### src/rtl/lcd_pixel_serializer.sv
// Pixel-pair to single-pixel serializer for the LCD output path.
// Buffers pairs in a FIFO, tags each pixel with line/frame markers and counts drops.
module lcd_pixel_serializer #(
  parameter int IMG_PIX_W  = 8,
  parameter int W_SIZE     = 12,
  parameter int FIFO_DEPTH = 16
) (
  input  logic                 HCLK,
  input  logic                 HRESET,
  input  logic [W_SIZE-1:0]    cfg_width,
  input  logic [W_SIZE-1:0]    cfg_height,
  input  logic                 clr_err,
  input  logic                 in_valid,
  input  logic [IMG_PIX_W-1:0] in_r0,
  input  logic [IMG_PIX_W-1:0] in_g0,
  input  logic [IMG_PIX_W-1:0] in_b0,
  input  logic [IMG_PIX_W-1:0] in_r1,
  input  logic [IMG_PIX_W-1:0] in_g1,
  input  logic [IMG_PIX_W-1:0] in_b1,
  input  logic                 out_ready,
  output logic                 out_valid,
  output logic [IMG_PIX_W-1:0] out_r,
  output logic [IMG_PIX_W-1:0] out_g,
  output logic [IMG_PIX_W-1:0] out_b,
  output logic                 out_sol,
  output logic                 out_eol,
  output logic                 out_sof,
  output logic                 out_eof,
  output logic                 frame_done,
  output logic                 overflow,
  output logic [15:0]          drop_cnt
);

  localparam int PW     = 3 * IMG_PIX_W;
  localparam int PAIR_W = 2 * PW;
  localparam int AW     = $clog2(FIFO_DEPTH);

  localparam logic [W_SIZE-1:0] ONE     = W_SIZE'(1);
  localparam logic [AW:0]       PTR_ONE = (AW + 1)'(1);

  typedef enum logic [1:0] {
    S_IDLE,
    S_P0,
    S_P1
  } state_e;

  state_e              state_q, state_d;
  logic [AW:0]         wr_ptr_q, wr_ptr_d;
  logic [AW:0]         rd_ptr_q, rd_ptr_d;
  logic [PAIR_W-1:0]   mem [FIFO_DEPTH];
  logic [PW-1:0]       pix1_q, pix1_d;
  logic [PW-1:0]       out_pix_q, out_pix_d;
  logic                sol_q, sol_d, eol_q, eol_d, sof_q, sof_d, eof_q, eof_d;
  logic [W_SIZE-1:0]   x_q, x_d, y_q, y_d;
  logic [W_SIZE-1:0]   w_q, w_d, h_q, h_d;
  logic                frame_done_q, frame_done_d;
  logic                overflow_q, overflow_d;
  logic [15:0]         drop_cnt_q, drop_cnt_d;

  logic [PAIR_W-1:0]   in_pair, head_pair;
  logic                fifo_empty, fifo_full;
  logic [W_SIZE-1:0]   live_w, live_h;
  logic                live_ok, at_origin, have_pair, xfer;
  logic                load_p0, load_p1, pop, bypass, push, drop;
  logic                latch_cfg;
  logic [W_SIZE-1:0]   cx, cy, eff_w, eff_h;

  assign in_pair    = {in_r0, in_g0, in_b0, in_r1, in_g1, in_b1};
  assign fifo_empty = (wr_ptr_q == rd_ptr_q);
  assign fifo_full  = (wr_ptr_q[AW] != rd_ptr_q[AW]) &&
                      (wr_ptr_q[AW-1:0] == rd_ptr_q[AW-1:0]);
  // An empty FIFO falls through, so a pair arriving while idle is shown next cycle.
  assign head_pair  = fifo_empty ? in_pair : mem[rd_ptr_q[AW-1:0]];

  assign live_w    = cfg_width & ~ONE;
  assign live_h    = cfg_height;
  assign live_ok   = (live_w != '0) && (live_h != '0);
  assign at_origin = (x_q == '0) && (y_q == '0);
  assign have_pair = !fifo_empty || in_valid;
  assign xfer      = (state_q != S_IDLE) && out_ready;

  // NOTE: every signal assigned in an always_comb gets a default first, so no path can leave it latched.
  always_comb begin
    state_d = state_q;
    load_p0 = 1'b0;
    load_p1 = 1'b0;
    unique case (state_q)
      S_IDLE: begin
        if (have_pair && (!at_origin || live_ok)) begin
          load_p0 = 1'b1;
          state_d = S_P0;
        end
      end
      S_P0: begin
        if (out_ready) begin
          load_p1 = 1'b1;
          state_d = S_P1;
        end
      end
      S_P1: begin
        if (out_ready) begin
          if (have_pair) begin
            load_p0 = 1'b1;
            state_d = S_P0;
          end else begin
            state_d = S_IDLE;
          end
        end
      end
      default: state_d = S_IDLE;
    endcase
  end

  always_comb begin
    bypass   = load_p0 && fifo_empty;
    pop      = load_p0 && !fifo_empty;
    push     = in_valid && !bypass && (!fifo_full || pop);
    drop     = in_valid && !bypass && !push;
    wr_ptr_d = push ? (wr_ptr_q + PTR_ONE) : wr_ptr_q;
    rd_ptr_d = pop  ? (rd_ptr_q + PTR_ONE) : rd_ptr_q;
  end

  // Coordinates track the pixel held in the output register (or the next one while idle).
  always_comb begin
    cx = x_q;
    cy = y_q;
    if (xfer) begin
      if (x_q == w_q - ONE) begin
        cx = '0;
        cy = (y_q == h_q - ONE) ? '0 : (y_q + ONE);
      end else begin
        cx = x_q + ONE;
      end
    end

    latch_cfg = (state_q == S_IDLE) && load_p0 && at_origin;
    eff_w     = latch_cfg ? live_w : w_q;
    eff_h     = latch_cfg ? live_h : h_q;
    w_d       = eff_w;
    h_d       = eff_h;
    x_d       = cx;
    y_d       = cy;

    out_pix_d = out_pix_q;
    pix1_d    = pix1_q;
    sol_d     = sol_q;
    eol_d     = eol_q;
    sof_d     = sof_q;
    eof_d     = eof_q;
    if (load_p0) begin
      out_pix_d = head_pair[PAIR_W-1:PW];
      pix1_d    = head_pair[PW-1:0];
    end else if (load_p1) begin
      out_pix_d = pix1_q;
    end
    if (load_p0 || load_p1) begin
      sol_d = (cx == '0);
      eol_d = (cx == eff_w - ONE);
      sof_d = (cx == '0) && (cy == '0);
      eof_d = (cx == eff_w - ONE) && (cy == eff_h - ONE);
    end

    frame_done_d = xfer && eof_q;
  end

  // A clear and a drop in the same cycle leave exactly that one drop recorded.
  always_comb begin
    overflow_d = overflow_q;
    drop_cnt_d = drop_cnt_q;
    if (clr_err) begin
      overflow_d = drop;
      drop_cnt_d = drop ? 16'd1 : 16'd0;
    end else if (drop) begin
      overflow_d = 1'b1;
      if (drop_cnt_q != 16'hFFFF) drop_cnt_d = drop_cnt_q + 16'd1;
    end
  end

  // NOTE: sequential state uses non-blocking assignments so every flop samples pre-edge values.
  always_ff @(posedge HCLK or posedge HRESET) begin
    if (HRESET) begin
      state_q      <= S_IDLE;
      wr_ptr_q     <= '0;
      rd_ptr_q     <= '0;
      pix1_q       <= '0;
      out_pix_q    <= '0;
      sol_q        <= 1'b0;
      eol_q        <= 1'b0;
      sof_q        <= 1'b0;
      eof_q        <= 1'b0;
      x_q          <= '0;
      y_q          <= '0;
      w_q          <= '0;
      h_q          <= '0;
      frame_done_q <= 1'b0;
      overflow_q   <= 1'b0;
      drop_cnt_q   <= '0;
    end else begin
      state_q      <= state_d;
      wr_ptr_q     <= wr_ptr_d;
      rd_ptr_q     <= rd_ptr_d;
      pix1_q       <= pix1_d;
      out_pix_q    <= out_pix_d;
      sol_q        <= sol_d;
      eol_q        <= eol_d;
      sof_q        <= sof_d;
      eof_q        <= eof_d;
      x_q          <= x_d;
      y_q          <= y_d;
      w_q          <= w_d;
      h_q          <= h_d;
      frame_done_q <= frame_done_d;
      overflow_q   <= overflow_d;
      drop_cnt_q   <= drop_cnt_d;
    end
  end

  // NOTE: the FIFO storage has no reset; the pointers alone decide which entries are live.
  always_ff @(posedge HCLK) begin
    if (push) mem[wr_ptr_q[AW-1:0]] <= in_pair;
  end

  assign out_valid             = (state_q != S_IDLE);
  assign {out_r, out_g, out_b} = out_pix_q;
  assign out_sol               = sol_q;
  assign out_eol               = eol_q;
  assign out_sof               = sof_q;
  assign out_eof               = eof_q;
  assign frame_done            = frame_done_q;
  assign overflow              = overflow_q;
  assign drop_cnt              = drop_cnt_q;

endmodule

### config.mk
export PLATFORM = sky130hd
export DESIGN_NAME = lcd_pixel_serializer
export DESIGN_NICKNAME = d
export VERILOG_FILES = /design/src/rtl/lcd_pixel_serializer.sv
export SDC_FILE = /design/constraint.sdc
export NUM_CORES = 1
export LEC_CHECK = 0
export BUFFER_PORTS_ARGS = -buffer_cell sky130_fd_sc_hd__buf_2
export CAP_MARGIN = 40
export CORE_MARGIN = 1
export CORE_UTILIZATION = 45
export DETAILED_ROUTE_END_ITERATION = 10
export MAX_ROUTING_LAYER = met4
export PLACE_DENSITY = 0.67
export SLEW_MARGIN = 0
export SYNTH_ARGS = -nofsm -noshare
export SYNTH_HDL_FRONTEND = slang
export SYNTH_SLANG_ARGS = --single-unit
### constraint.sdc
create_clock -name HCLK -period 6 [get_ports HCLK]
set_input_delay 0.6 -clock HCLK [delete_from_list [all_inputs] [get_ports HCLK]]
set_output_delay 0.6 -clock HCLK [all_outputs]
set_load 0.01 [all_outputs]
==> results of run 1 <==
power by group:
group | internal [mW] | leakage (nW) | switching (mW)
combinational | 2.65 | 4.51 | 3.01
sequential | 7.60 | 8.57 | 0.404
clock | 3.64 | 1.59 | 2.43
total | 13.9 | 14.7 | 5.85
cell families after synthesis:
| logic type | after synthesis | share of synthesized area [%] |
|---|---|---|
| AO/OA/AOI/OAI | 190 | 3.59 |
| AND/OR/NAND/NOR | 392 | 5.32 |
| multiplexers | 282 | 15.8 |
| XOR/XNOR | 92 | 2.20 |
| adder cells (fa/ha/maj) | 14 | 0.473 |
| buffers and inverters | 144 | 1.54 |
| flip-flops | 898 | 71.1 |
through the flow:
step | instance area (um2) | std cells
5_1_grt | 42500 | 3303
4_1_cts | 42500 | 3302
3_3_place_gp | 39100 | 3124
3_5_place_dp | 39200 | 3131
2_1_floorplan | 37000 | 2012
6_report | 42500 | 3306
repair_timing:
| action | CTS | global route |
|---|---|---|
| endpoints found under the hold margin | 17 | 0 |
| hold buffers | 1 | 0 |
| endpoints found under the setup margin | 0 | 0 |
flip-flops by register name, indices dropped and copies added (netlist names), 2 cells and up:
signal     cells
w_q           12
pix1_q        24
drop_cnt      16
state_q        2
wr_ptr_q       5
y_q           12
h_q           12
mem          768
out_pix_q     24
rd_ptr_q       5
x_q           12
cells in the mapped netlist, types with 10 or more instances:
cell type    n
and2_1      23
nor4_1      13
buf_1       31
mux2_2      16
nor3_1      20
xor2_1      34
a21o_1      30
a21oi_1     15
edfxtp_1   768
mux4_2     240
dfrtp_1    130
a31oi_1     35
mux2i_1     24
nand3_1     24
clkbuf_1    67
inv_1       35
and3_1      19
xnor2_1     57
or3_1       10
nor2_1      76
nand4_1     15
a311oi_1    24
nand2_1    144
ha_1        14
o21ai_0     35
area by class of cell:
cell class                 instances  area [um2]
timing repair buffer             169        1260
inverter                          35         136
tap                             1060        1330
sequential                       898       26300
fill                            6337       38400
clock inverter                    56         798
antenna                            4        10.0
multi-input combinational        970       10200
clock buffer                     114        2470
routing by layer:
layer	global-route usage, %	part of all wire (%)
met4	6.16	2.6
met2	35.3	50
met1	28.8	41
met3	3.50	6.2
met5	-	0
how the worst min path moves through the flow:
stage / startpoint / to / slack, ps / depth (start not counted)
2_1_floorplan: wr_ptr_q[4] / wr_ptr_q[4] / 460 / 1
3_3_place_gp: out_pix_q[17] / out_pix_q[17] / 460 / 1
3_5_place_dp: out_pix_q[13] / out_pix_q[13] / 460 / 1
4_1_cts: cfg_width[4] / w_q[4] / 210 / 2
5_1_grt: cfg_width[8] / w_q[8] / 230 / 2
6_report: cfg_width[8] / w_q[8] / 260 / 2
==> metrics.md, run 1 <==
| Metric | Value |
|---|---|
| Post-Syn Area | 37000 um2 |
| Synth top area cells | edfxtp_1 62%, mux4_2 15%, dfrtp_1 8.8% |
| Grt ovf | 0 |
| Clock Sinks | 898 |
| Minimum clock period | 4570 ps |
| Core area | 80900 um2 |
| GR Util All Layers | 21.8% |
| Reg-to-Reg End | out_eof |
| Cells along the critical path | inv_1 > ha_1 > nor4b_1 > a31oi_1 > a21oi_2 > and4_1 > nand2b_1 > o31ai_1 > xnor2_1 > mux2i_1 > o21ai_1 |
| CTS buffer count | 91 |
| Reg2reg path depth | 11 |
| DP HPWL | 48800 um |
| RSZ-0062 raised after global routing | false |
| WHS | 255 ps |
| Clock slew at reported path FFs | 60 ps |
| Mapped Cells | 2012 |
| Area share of the largest cell type after synthesis | 62.3% |
| Register bit total from synthesis | 898 |
| Setup CP Type | reg2reg |
| Most common cell after layout, fill and taps aside | edfxtp_1 |
| CP required | 6500 ps |
| Outcome | finished clean |
| RePlAce Congestion | 0.878 |
| Clock latency on the worst-skew pair | 670 ps |
| Vias per Instance | 5.92 |
| Largest fanout on the critical path | 13 |
| Final Hold Fails | 0 |
| Worst slack, placed | 1190 ps |
| Worst vdd ir | 0.000310 V |
| Die footprint | 83500 um2 |
| Power Density | 464 nW/um2 |
| Final wirelength | 86500 um |
| CTS tree | built |
| Vias in the first global route | 20.1k |
| First-pass GRT wire length | 130000 um |
| Crit-path leading delay family | simple AND/OR/NAND/NOR gates |
| Setup crit start | w_q[0] |
| Share of cells above drive strength 1 | 27.5% |
| Synth-to-Final Area Change | 14.8% |
| Mapped Nets | 2103 |
| CTS root buf | clkbuf_16 |
| Die X-Extent | 289 um |
| Total power | 19.7 mW |
| Fin. max-slew vios | 0 |
| Routed WL per cell | 26.2 um |
| F_max | 219 MHz |
| Final WS setup | 1430 ps |
| Worst Setup Start Kind | flop |
| Flop2flop setup slack | 1430 ps |
| Crit. path cell count | 11 |
| R2r startpoint | w_q[0] |
| Io pins | 124 |
| Initial DRC count | 1776 |
| Final period util | 76.2% |
| Num rows | 104 |
| Pre-antenna DRT Iters | 7 |
| Crit path capture type | flop |
| CP Buf/Inv Count | 1 |
| Post-synthesis sequential area ratio | 71.1% |
| Antenna-violating nets left | 0 |
| Max stage delay cell, worst path | nor4b_1 |
| Worst Max-Slew Pin Slew | 1010 ps |
| H-Tree Depth | 3 |
| Ys Warns | 0 |
| Clock Skews | 59.8 ps |
| Setup TNS | 0 ps |
| Final net count | 2256 |
| Remaining DRCs | 0 |
| Dominant cell type by area after synthesis | edfxtp_1 |
| HP Class | in2reg |
| FFs w/ async S/R, synth | 14.5% |
| PortBufs | 122 |
| Commonest non-fill, non-tap cells in the layout | 768 x edfxtp_1, 240 x mux4_2, 144 x nand2_1, 126 x dfrtp_1, 122 x buf_2 |
| Setup bufs post-CTS | 0 |
| Crit path DAT | 5070 ps |
| Netlist cell types | 80 |
| Vias | 19.6k |
| Die H | 289 um |
| Pleak | 14.7 nW |
| Clock Path Buffers | 3 |
| Post-CTS Resized | 0 |
| Crit path to | out_eof |
| Initial antenna violation count | 7 |
| Max-cap violations | 0 |
| Max-slew headroom | 32.5% |
| Top_reg_cell synth | edfxtp_1 |
| Largest net degree at the start of global routing | 143 |
| Post-synth EDFFs | 768 |
| Final setup violation count | 0 |
| Initial core utilization | 45.8% |
| Final core occ | 52.6% |
| Crit-path max cell delay | 780 ps |
| Syn_area_per_cell | 18.4 um2 |
(Power assumes the default switching activity.)
==> run 2, diff against run 1 <==
- clock period: 6 -> 4.25 ns (I/O delays scaled with it)
==> metrics.md, run 2 (same netlist as run 1, synthesis figures left out) <==
| Metric | Value |
|---|---|
| Crit path capture type | flop |
| Worst Max-Slew Pin Slew | 1210 ps (+201 ps) |
| Final Hold Fails | 0 (unchanged) |
| Setup crit start | y_q[0] |
| GR Util All Layers | 22.3% (+0.51 points) |
| Pleak | 14.9 nW (+1.5%) |
| Reg2reg path depth | 19 (+8) |
| HP Class | in2reg |
| Io pins | 124 (unchanged) |
| Reg-to-Reg End | out_eof |
| Clock Sinks | 898 (unchanged) |
| Largest net degree at the start of global routing | 146 (+2.1%) |
| Max reg flops | 768 (unchanged) |
| Most common cell after layout, fill and taps aside | edfxtp_1 |
| Clock slew at reported path FFs | 50 ps (about the same) |
| Remaining DRCs | 0 (unchanged) |
| Antenna-violating nets left | 0 (unchanged) |
| Clock latency on the worst-skew pair | 660 ps (about the same) |
| PortBufs | 122 (unchanged) |
| Final wirelength | 88900 um (+2.8%) |
| RePlAce Congestion | 0.866 (-1.5%) |
| Final setup violation count | 0 (unchanged) |
| RSZ-0062 raised after global routing | true |
| First-pass GRT wire length | 132000 um (+1.5%) |
| Vias per Instance | 5.91 (about the same) |
| CTS tree | built |
| Die H | 289 um (unchanged) |
| Vias in the first global route | 20.2k (+0.70%) |
| Die X-Extent | 289 um (unchanged) |
| Worst Min Path Start | cfg_height[10] |
| Final period util | 97.5% (+21 points) |
| Largest fanout on the critical path | 4 (-9) |
| Max stage delay cell, worst path | or3_4 |
| CTS root buf | clkbuf_16 |
| Share of cells above drive strength 1 | 29.0% (+1.5 points) |
| Max-cap violations | 0 (unchanged) |
| Fin. max-slew vios | 0 (unchanged) |
| Max-slew headroom | 19.1% (-13 points) |
| H-Tree Depth | 3 (unchanged) |
| Placed cell area | 39700 um2 (+1.1%) |
| Pre-antenna DRT Iters | 5 (-2) |
| Crit path DAT | 4730 ps (-340 ps) |
| Vias | 19.9k (+1.6%) |
| Num rows | 104 (unchanged) |
| Clock Skews | 55.4 ps (-4.38 ps) |
| DP HPWL | 50300 um (+3.1%) |
| Synth-to-Final Area Change | 15.9% |
| CTS buffer count | 93 (+2.2%) |
| Setup TNS | 0 ps (unchanged) |
| CP required | 4830 ps (-1670 ps) |
| Flop2flop setup slack | 110 ps (-1320 ps) |
| Initial antenna violation count | 10 (+3) |
| Crit-path max cell delay | 470 ps (-310 ps) |
| Initial DRC count | 1859 (+4.7%) |
| Die footprint | 83500 um2 (unchanged) |
| Final net count | 2308 (+2.3%) |
| Worst Setup Start Kind | flop |
| F_max | 241 MHz (+10%) |
| Power Density | 646 nW/um2 (+39%) |
| Outcome | finished clean |
| Core area | 80900 um2 (unchanged) |
| Crit path to | out_eof |
| Cells along the critical path | inv_1 > ha_1 > or3b_4 > nor4_4 > nand3_1 > or3_4 > mux2i_4 > ha_4 > nand2b_4 > or3_4 > nor2_4 > xnor2_1 > mux2i_1 > xnor2_1 > o311ai_1 > a31o_1 > nor4_4 > nand4_1 > o21ai_1 |
| Grt ovf | 0 (unchanged) |
| Clock Path Buffers | 3 (unchanged) |
| Initial core utilization | 45.8% (unchanged) |
| R2r startpoint | y_q[0] |
| Commonest non-fill, non-tap cells in the layout | 768 x edfxtp_1, 240 x mux4_2, 143 x nand2_1, 126 x dfrtp_1, 122 x buf_2 |
| Worst vdd ir | 0.000563 V (+82%) |
| Filler instances | 6325 (-0.19%) |
| Minimum clock period | 4140 ps (-432 ps) |
| Routed WL per cell | 26.5 um (+1.1%) |
| Post-route design area | 42900 um2 (+0.91%) |
| Setup CP Type | reg2reg |
[run 2: metrics by stage]
step / setup WS, ps / util, % / hold slack [ps] / cells / power, mW
after floorplan: -0.519 / - / 461 / 2012 / 16.9
after global placement: -87.3 / 49.0 / 457 / 3177 / 19.6
after detailed placement: -157 / 49.0 / 462 / 3179 / 19.8
after CTS: 15.9 / 52.9 / 13.8 / 3352 / 28.0
after global routing: -154 / 53.0 / 35.3 / 3361 / 28.9
final: 108 / 53.0 / 60.0 / 3361 / 27.7
[run 2: final cells by class]
type	instances	area (um2)	area share (%)
diodes	7	17.5	0.0408
clock inverters	56	633	1.48
well taps	1060	1330	3.09
multi-input cells	970	10300	24.0
repair buffers	219	1710	3.97
inverters	35	136	0.318
flip-flops and latches	898	26300	61.3
clock buffers	116	2470	5.76
[run 2: report_power, final]
group	switching, mW	total [mW]	internal, mW
registers	0.399	11.1	10.7
logic	4.51	8.41	3.90
clock network	3.42	8.19	4.77
total	8.33	27.7	19.4
[run 2: metal layers]
| layer | up-vias | GRT usage [%] | wire [um] |
|---|---|---|---|
| met1 | 10400 | 29.6 | 35800 |
| met2 | 776 | 35.7 | 44500 |
| li1 | 8532 | - | - |
| met4 | 0 | 6.61 | 2550 |
| met3 | 138 | 3.68 | 6020 |
| met5 | - | - | 0 |
[run 2: worst min-delay path by stage]
stage / end / depth (start not counted)
6_report: h_q[10] / 2
2_1_floorplan: wr_ptr_q[4] / 1
3_3_place_gp: out_pix_q[17] / 1
5_1_grt: h_q[10] / 2
4_1_cts: h_q[10] / 2
3_5_place_dp: out_pix_q[17] / 1
[run 2: critical path, delay by kind of cell, from the launching register on]
kind,cells,cell delay [ps]
AO/OA/AOI/OAI,3,490
XOR/XNOR,2,210
adder cells (fa/ha/maj),2,320
buffers and inverters,1,60
flip-flops,1,370
multiplexers,2,470
AND/OR/NAND/NOR,9,2140
[run 2: timing repair]
action,CTS,global route
cloned,0,0
endpoints found under the hold margin,56,0
buffers inserted,0,2
setup endpoints to repair,2,2
pin swaps,4,11
resized for setup,5,12
hold buffers,1,0
==> run 3, diff against run 2 <==
- PLACE_DENSITY: 0.67 -> default
- PLACE_DENSITY_LB_ADDON: default -> 0.12
- clock period: 4.25 -> 4.35 ns (I/O delays scaled with it)
==> metrics.md, run 3 (same netlist as run 1, synthesis figures left out) <==
| Metric | Value |
|---|---|
| Clock group share of total power | 29.2% (-0.3 points) |
| Max-cap violations | 0 (unchanged) |
| Routed WL per cell | 27.0 um (+1.9%) |
| Initial antenna violation count | 9 (-1) |
| Worst Max-Slew Pin Slew | 925 ps (-289 ps) |
| Filler instances | 6469 (+2.3%) |
| Num rows | 104 (unchanged) |
| RePlAce Congestion | 0.854 (-1.4%) |
| Most common cell after layout, fill and taps aside | edfxtp_1 |
| Final core occ | 53.2% (+0.17 points) |
| Part of the power in registers | 40.0% (about the same) |
| Clock Path Buffers | 3 (unchanged) |
| Commonest non-fill, non-tap cells in the layout | 768 x edfxtp_1, 240 x mux4_2, 144 x nand2_1, 126 x dfrtp_1, 122 x buf_2 |
| F_max | 239 MHz (-1.1%) |
| Vias | 19.6k (-1.2%) |
| Pre-antenna DRT Iters | 7 (+2) |
| Antenna-violating nets left | 0 (unchanged) |
| Net Sw Power | 8.17 mW (-1.9%) |
| Remaining DRCs | 0 (unchanged) |
| HP Class | in2reg |
| CTS root buf | clkbuf_16 |
| Io pins | 124 (unchanged) |
| RSZ-0062 raised after global routing | true |
| Final wirelength | 90800 um (+2.1%) |
| First-pass GRT wire length | 135000 um (+2.5%) |
| Fin. max-slew vios | 0 (unchanged) |
| Worst vdd ir | 0.000514 V (-8.7%) |
| Core area | 80900 um2 (unchanged) |
| Worst Setup Start Kind | flop |
| Clock latency on the worst-skew pair | 660 ps (about the same) |
| Max reg flops | 768 (unchanged) |
| Die X-Extent | 289 um (unchanged) |
| Comb pwr share | 30.8% (+0.5 points) |
| Crit path capture type | flop |
| Final setup violation count | 0 (unchanged) |
| Crit path DAT | 4740 ps (about the same) |
| Grt ovf | 0 (unchanged) |
| Clock Sinks | 898 (unchanged) |
| Vias in the first global route | 20.4k (+0.73%) |
| Final Hold Fails | 0 (unchanged) |
| Final net count | 2314 (+0.26%) |
| Initial core utilization | 45.8% (unchanged) |
| Sw Ratio | 30.2% (+0.13 points) |
| Internal power | 18.9 mW (-2.5%) |
| Vias per Instance | 5.83 (-1.4%) |
| Pleak | 14.9 nW (+0.33%) |
| Clock slew at reported path FFs | 50 ps (about the same) |
| WHS | 85.9 ps (+25.9 ps) |
| H-Tree Depth | 3 (unchanged) |
| CTS tree | built |
| Max-slew headroom | 38.3% (+19 points) |
| Share of cells above drive strength 1 | 28.7% (-0.29 points) |
| Die footprint | 83500 um2 (unchanged) |
| PortBufs | 122 (unchanged) |
| Setup CP Type | reg2reg |
| Power Density | 629 nW/um2 (-2.6%) |
| GR Util All Layers | 22.9% (+0.58 points) |
| Outcome | finished clean |
| Total power | 27.1 mW (-2.3%) |
| Initial DRC count | 1458 (-22%) |
| Synth-to-Final Area Change | 16.3% |
| Clock Skews | 26.9 ps (-28.6 ps) |
| Minimum clock period | 4190 ps (+44.6 ps) |
| Die H | 289 um (unchanged) |
| Final period util | 96.2% (-1.2 points) |
| DP HPWL | 52600 um (+4.6%) |
| CTS buffer count | 94 (+1.1%) |
| Largest fanout on the critical path | 4 (unchanged) |
| Largest net degree at the start of global routing | 133 (-8.9%) |
| CP required | 4910 ps (+80 ps) |
[run 3: repair_timing]
action / CTS / global route
endpoints found under the hold margin: 29 / 0
endpoints found under the setup margin: 0 / 2
gates resized for setup: 0 / 11
hold buffers: 1 / 0
buffers inserted: 0 / 3
[run 3: worst max-delay path, cell delays in order (launching register included)]
cell and delay (ps):
dfrtp_1 370, or4_4 560, nor4_4 260, buf_4 170
nand3_2 80, or3_4 360, mux2i_2 220, ha_2 220
nand2b_1 70, or3_4 380, nor2_4 100, xnor2_1 110
mux2i_1 100, xnor2_1 180, o311ai_1 110, a31o_1 240
nor4_4 310, nand4_1 120, o21ai_1 140
[run 3: stage by stage]
stage               cell area [um2]  worst slack (ps)  cells  setup TNS [ps]
floorplan                     37000              67.0   2012               0
global placement              39800              45.5   3179               0
detailed placement            39900             -29.7   3183           -29.7
CTS                           43000              32.1   3360               0
global route                  43100             -77.6   3369           -83.7
finish                        43100               163   3369               0
[run 3: power by group through the flow]
stage               sequential, mW  clock [mW]  combinational, mW
finish                        10.9        7.91               8.34
global route                  10.9        8.37               8.98
CTS                           10.9        8.08               8.55
detailed placement            11.0           0               8.53
global placement              11.0           0               8.39
floorplan                     11.0           0               5.56
[run 3: worst paths after layout]
path,slack (ps),end,startpoint,depth (start not counted)
worst max register to register,160,out_eof,y_q[7],18
max in group asynchronous,2980,pix1_q[0],HRESET,4
min in group asynchronous,510,h_q[7],HRESET,3
worst max-delay path,160,out_eof,y_q[7],18
worst min-delay path,90,w_q[8],cfg_width[8],2
worst min register to register,470,out_pix_q[6],out_pix_q[6],1
[run 3: area by class of cell]
type | count | area (um2) | area share [%]
Timing Repair Buffer | 224 | 1920 | 4.45
Antenna cell | 6 | 15.0 | 0.0349
Clock buffer | 128 | 2580 | 6.00
Tap cell | 1060 | 1330 | 3.08
Clock inverter | 48 | 480 | 1.12
Inverter | 35 | 136 | 0.317
Multi-Input combinational cell | 970 | 10300 | 23.9
Sequential cell | 898 | 26300 | 61.1
[run 3: routing by layer]
layer,share of wire [%],GRT usage (%)
met5,0,-
met4,1.9,4.92
met3,4.4,2.98
met2,51,38.3
met1,42,30.2
